--- src/rtl/fetch_stage.sv ---
// Instruction fetch stage with PC and IF/ID pipeline register.
// Latency: one cycle from imem_addr to instr_out; imem_addr is combinational from PC.
// Backpressure: stall freezes PC and IF/ID; redirect overrides stall and flushes IF/ID.
//
// Ports:
//   clk, rst          clock and synchronous active-high reset
//   imem_addr         instruction memory address (equals PC)
//   imem_data         instruction word at imem_addr, same cycle
//   stall             hold PC, IF/ID and halted
//   redirect          flush IF/ID and load redirect_pc
//   redirect_pc       redirect target
//   instr_out         IF/ID instruction word
//   opcode_out        instr_out[15:11] for decode control
//   pc2_out           PC+2 of the instruction in IF/ID
//   valid_out         IF/ID holds a real fetched instruction
//   halted            a HALT was fetched on the current path
module fetch_stage #(
  parameter logic [15:0] RESET_PC  = 16'h0000,
  parameter logic [15:0] NOP_INSTR = 16'h0800
) (
  input  logic        clk,
  input  logic        rst,
  output logic [15:0] imem_addr,
  input  logic [15:0] imem_data,
  input  logic        stall,
  input  logic        redirect,
  input  logic [15:0] redirect_pc,
  output logic [15:0] instr_out,
  output logic [4:0]  opcode_out,
  output logic [15:0] pc2_out,
  output logic        valid_out,
  output logic        halted
);

  localparam logic [4:0] OP_HALT = 5'b00000;

  logic [15:0] pc;
  logic [15:0] pc_plus2;
  logic        fetch_is_halt;

  // Wraps modulo 2^16 with no carry out.
  assign pc_plus2      = pc + 16'd2;
  assign fetch_is_halt = (imem_data[15:11] == OP_HALT);

  assign imem_addr  = pc;
  assign opcode_out = instr_out[15:11];

  always_ff @(posedge clk) begin
    if (rst) begin
      pc        <= RESET_PC;
      instr_out <= NOP_INSTR;
      pc2_out   <= 16'h0000;
      valid_out <= 1'b0;
      halted    <= 1'b0;
    end else if (redirect) begin
      // Current imem_data is on the wrong path; drop it and any pending HALT.
      pc        <= redirect_pc;
      instr_out <= NOP_INSTR;
      pc2_out   <= 16'h0000;
      valid_out <= 1'b0;
      halted    <= 1'b0;
    end else if (stall) begin
      pc        <= pc;
      instr_out <= instr_out;
      pc2_out   <= pc2_out;
      valid_out <= valid_out;
      halted    <= halted;
    end else if (halted) begin
      // PC parks on the HALT address; only bubbles flow downstream.
      pc        <= pc;
      instr_out <= NOP_INSTR;
      pc2_out   <= 16'h0000;
      valid_out <= 1'b0;
      halted    <= 1'b1;
    end else begin
      instr_out <= imem_data;
      pc2_out   <= pc_plus2;
      valid_out <= 1'b1;
      if (fetch_is_halt) begin
        pc     <= pc;
        halted <= 1'b1;
      end else begin
        pc     <= pc_plus2;
        halted <= 1'b0;
      end
    end
  end

endmodule

--- config.mk ---
export PLATFORM = sky130hd
export DESIGN_NAME = fetch_stage
export DESIGN_NICKNAME = d
export VERILOG_FILES = /design/src/rtl/fetch_stage.sv
export SDC_FILE = /design/constraint.sdc
export NUM_CORES = 1
export LEC_CHECK = 0
export ABC_AREA = 1
export BUFFER_PORTS_ARGS = -buffer_cell sky130_fd_sc_hd__buf_2
export CORE_MARGIN = 5
export CORE_UTILIZATION = 49
export CTS_CLUSTER_SIZE = 12
export DETAILED_ROUTE_END_ITERATION = 8
export GPL_ROUTABILITY_DRIVEN = 0
export PLACE_DENSITY_LB_ADDON = 0.1
export REMOVE_ABC_BUFFERS = 1
export SLEW_MARGIN = 20
export SYNTH_ARGS = -nofsm -noshare
export SYNTH_HDL_FRONTEND = slang
export SYNTH_SLANG_ARGS = --single-unit
--- constraint.sdc ---
create_clock -name clk -period 1.6 [get_ports clk]
set_clock_uncertainty 0.2 [all_clocks]
set_input_delay 0.4 -clock clk [delete_from_list [all_inputs] [get_ports clk]]
set_output_delay 0.4 -clock clk [all_outputs]
set_load 0.01 [all_outputs]
Yosys cells after proc, flatten, opt, wreduce, memory -nomap -nowiden
Cells that the tools add are included.
Widths: inputs -> output; s select.
{"block": "word_totals", "ff_bits": 50, "latchBits": 0, "ramBits": 0, "rom_bits": 0, "input_bits": 36, "output_inout_bits": 55, "elab_cells": 21, "mem_count": 0}
{"block": "classes", "addsub": 1, "n_mul": 0, "n_div": 0, "n_lt_le_gt_ge": 0, "n_eq_ne": 3, "n_shift": 0, "mux": 9, "bitwise": 0, "n_reduce_logical": 3}
{"cell": "$mux 16", "count": 6}
{"cell": "$add 16x2->16 const B", "count": 1}
{"cell": "$logic_not 5->1", "count": 1}
{"cell": "$ne 2x2->1 const B", "count": 2}
{"cell": "$mux 1", "count": 3}
{"cell": "$reduce_and 3->1", "count": 1}
{"cell": "$ne 2x1->1 const B", "count": 1}
{"cell": "$reduce_or 2->1", "count": 1}

Longest topological paths before layout
{"block": "logic_depth", "depth_word": 5, "depth_mapped": 9}

Worst setup path before layout
No wires, ideal clock.
{"block": "synth_path", "path_type": "register -> register", "start": "register pc[1] (netlist: imem_addr[1])", "end": "register pc[9] (netlist: imem_addr[9])", "arrival_time_ns": 1.193, "t_required_ns": 1.288, "path_slack_ns": 0.095, "path_stages_with_launch": 9, "path_buffers": 0, "period_less_slack_ns": 1.505, "cell_sequence": "dfxtp_1 > ha_1 > nand3_2 > inv_2 > nand3_1 > nand2_1 > nor2_1 > nor2_1 > nor2_1"}
{"block": "synth_via", "elab_chain_cells": 5}
{"item": "start: declaration", "line_no": "37", "rtl": "logic [15:0] pc;"}
{"item": "start signal: assignment", "line_no": "57", "rtl": "pc <= redirect_pc;"}
{"item": "start signal: assignment", "line_no": "63", "rtl": "pc <= pc;"}
{"item": "start signal: assignment", "line_no": "70", "rtl": "pc <= pc;"}
{"item": "$add 16x2->16", "line_no": "42", "rtl": "assign pc_plus2 = pc + 16'd2;"}
{"item": "$mux 16", "line_no": "79", "rtl": "if (fetch_is_halt) begin"}
{"item": "$mux 16", "line_no": "68", "rtl": "end else if (halted) begin"}
{"item": "$mux 16", "line_no": "62", "rtl": "end else if (stall) begin"}
{"item": "$mux 16", "line_no": "55", "rtl": "end else if (redirect) begin"}
No other way between the ends. The select of a mux whose other input is x is not followed.
A chain may end at the register's enable or synchronous reset.

Worst setup path in the final report
{"block": "layout_path", "start": "register pc[3] (netlist: imem_addr[3])", "end": "output imem_addr[3]"}
{"item": "end: declaration", "line_no": "23", "rtl": "output logic [15:0] imem_addr,"}
No word-level cell between the ends.

==> reports/results.ini <==
[timing]
period_needed_ps = 1560
setup_ws_ps = 37.3
worst_slew_pin_slew_ps = 258
timing.fmax_ghz = 0.640
hold_viol = 0
slew_viol_final = 0
relSlewSlack = 0.828
setup_viol = 0
fin_crit_sh = 0.977

[setup_path]
worst-setup-path-type = reg2out
crit_path_end_kind = output port
start_kind = flop
crit_required_ps = 1000
rr_startpoint = imem_addr[1]
r2r_cells = 7
r2r_slack_ps = 120
cp_max_fo = 4
arrival_ps = 960
r2r_end = imem_addr[6]

[clock_network]
htree_levels = 2
clkTransAtPathRegs_ps = 100
clk-insertion-delay-late_ps = 310
cts_setup_buffers = 0
cts_sinks = 50
cts_root_buf = clkbuf_8
cts_made_buffers = 5
cts_tree = yes
clock_path_buffers = 2
cts_hold_buf = 0

[placed_design]
io_buffer_count = 90
pre_cts_slack_ps = -22.8
placed_area_mm2 = 0.00294
placed_cells = 504
dp_hpwl_um = 4870

[yosys]
ys_seq_area_frac = 0.417
syn-instance-count = 350
avgSynthCellArea_um2 = 6.86
yosysUniqueCellTypes = 29
syn-cell-area_mm2 = 0.00240
synth-edff-count = 0
synthArstFlopShare = 0
yosysWarnings = 0
synth_ff_type = dfxtp_1
synth_seq_cells = 50

[layout]
final_nets = 481
final_common_cell = nand2_1
mostFrequentLayoutCells = nand2_1, buf_2, dfxtp_1
drive_gt1_frac = 0.317
area_delta_synth_final_pct = 29.2
stdcell_count = 512
diodes = 0
fin_area_mm2 = 0.00310

[die]
die_y_um = 80
die-area_mm2 = 0.00640
start_util = 0.505
pin_count = 91
std_cell_rows = 25
core_mm2 = 0.00475
fp.dieW_um = 80

[min_path]
hold-path-endpoint = imem_addr[3]
worstHoldPathCells = 2
min-delay-start = rst
hold_class = in2reg

[routing]
ant_nets = 0
drt-total-wl_um = 6380
drc_errors = 0
dr.pass1.iters = 5
viasPerCell = 4.84
wire_per_inst_um = 12.5
vias = 2477
drtIter0Drc = 148

[status]
status = complete, no violations

[global_routing]
grt_pass1_wl_um = 10700
grt_max_degree = 25
antenna_found_initial = 0
track_usage = 0.210
overflow = 0
grt_pass1_vias = 2379

[pwr]
powerDensity_mw_per_mm2 = 853
ir_worst_vdd_mv = 0.522
p_leak_nw = 1.50

[flow_run]
cap_viol_max_count = 0

## registers in the layout, indices dropped and copies added (netlist names)
name / count
imem_addr: 16
instr_out: 16
valid_out: 1
halted: 1
pc2_out: 16
## power by group
| group | total, W | internal (W) | switching [W] |
|---|---|---|---|
| Clock | 0.000927 | 0.000474 | 0.000452 |
| Sequential | 0.00134 | 0.00129 | 0.0000438 |
| Combinational | 0.000385 | 0.000161 | 0.000225 |
## area by class of cell
type / instances / area, µm²
clock inverter: 3 / 47.5
multi-input combinational: 248 / 1180
sequential: 50 / 1010
tap: 67 / 83.8
inverter: 33 / 135
fill: 476 / 1650
timing repair buffer: 106 / 571
clock buffer: 5 / 68.8
## critical path: stages, from the launching register on
cell	delay, ps
dfxtp_4	380
buf_4	140
buf_2	130
## cell families (layout without fill, tap and decap cells)
group / after synthesis / in the layout / share of synthesized area
AO/OA/AOI/OAI: 50 / 50 / 0.105
AND/OR/NAND/NOR: 195 / 195 / 0.362
buffers and inverters: 52 / 147 / 0.104
XOR/XNOR: 2 / 2 / 0.00730
adder cells (fa/ha/maj): 1 / 1 / 0.00521
flip-flops: 50 / 50 / 0.417
## routing by layer
layer  up-vias  part of all wire  global-route usage
li1       1293                 -                   -
met1      1100              0.44               0.266
met2        74              0.49               0.351
met3        10             0.063              0.0463
met4         0             0.013              0.0693
met5         -                 0                   0
## how the worst max path moves through the flow
| stage | start | to | slack, ps | cells past startpoint |
|---|---|---|---|---|
| floorplan | imem_addr[1] | imem_addr[9] | 100 | 8 |
| global placement | imem_data[12] | imem_addr[6] | -10 | 9 |
| detailed placement | imem_data[12] | imem_addr[6] | -20 | 9 |
| CTS | imem_addr[2] | imem_addr[15] | 3 | 7 |
| global route | imem_addr[1] | pc2_out[14] | -2 | 7 |
| finish | imem_addr[3] | imem_addr[3] | 40 | 2 |
## Yosys cell counts (2+ instances only)
cell type / instances / area (µm²)
nand4_1: 6 / 37.5
o21ai_0: 4 / 20.0
o21ai_1: 3 / 15.0
nand2_4: 2 / 22.5
buf_2: 8 / 40.0
inv_2: 3 / 11.3
inv_1: 28 / 105
nand3_2: 2 / 20.0
clkbuf_1: 4 / 15.0
nor2_1: 22 / 82.6
nand2_2: 3 / 18.8
nand3_1: 29 / 145
buf_4: 5 / 37.5
a21oi_1: 42 / 210
nor2_4: 3 / 33.8
nand2_1: 122 / 458
nor2_2: 3 / 18.8
dfxtp_1: 50 / 1000
## stage by stage
step	power, W	utilization	setup TNS (ps)	hold slack (ps)
finish	0.00265	0.653	0	95.1
global route	0.00278	0.653	-2.13	114
CTS	0.00267	0.643	0	85.5
detailed placement	0.00174	0.618	-48.9	253
global placement	0.00174	0.618	-11.3	242
floorplan	0.00154	-	0	269
## timing repair
action                     in CTS  in global routing
hold endpoints to repair        0                  0
setup endpoints to repair       5                 17
gates resized for setup         3                 12
Note: power is estimated with default switching activity, not from simulation.
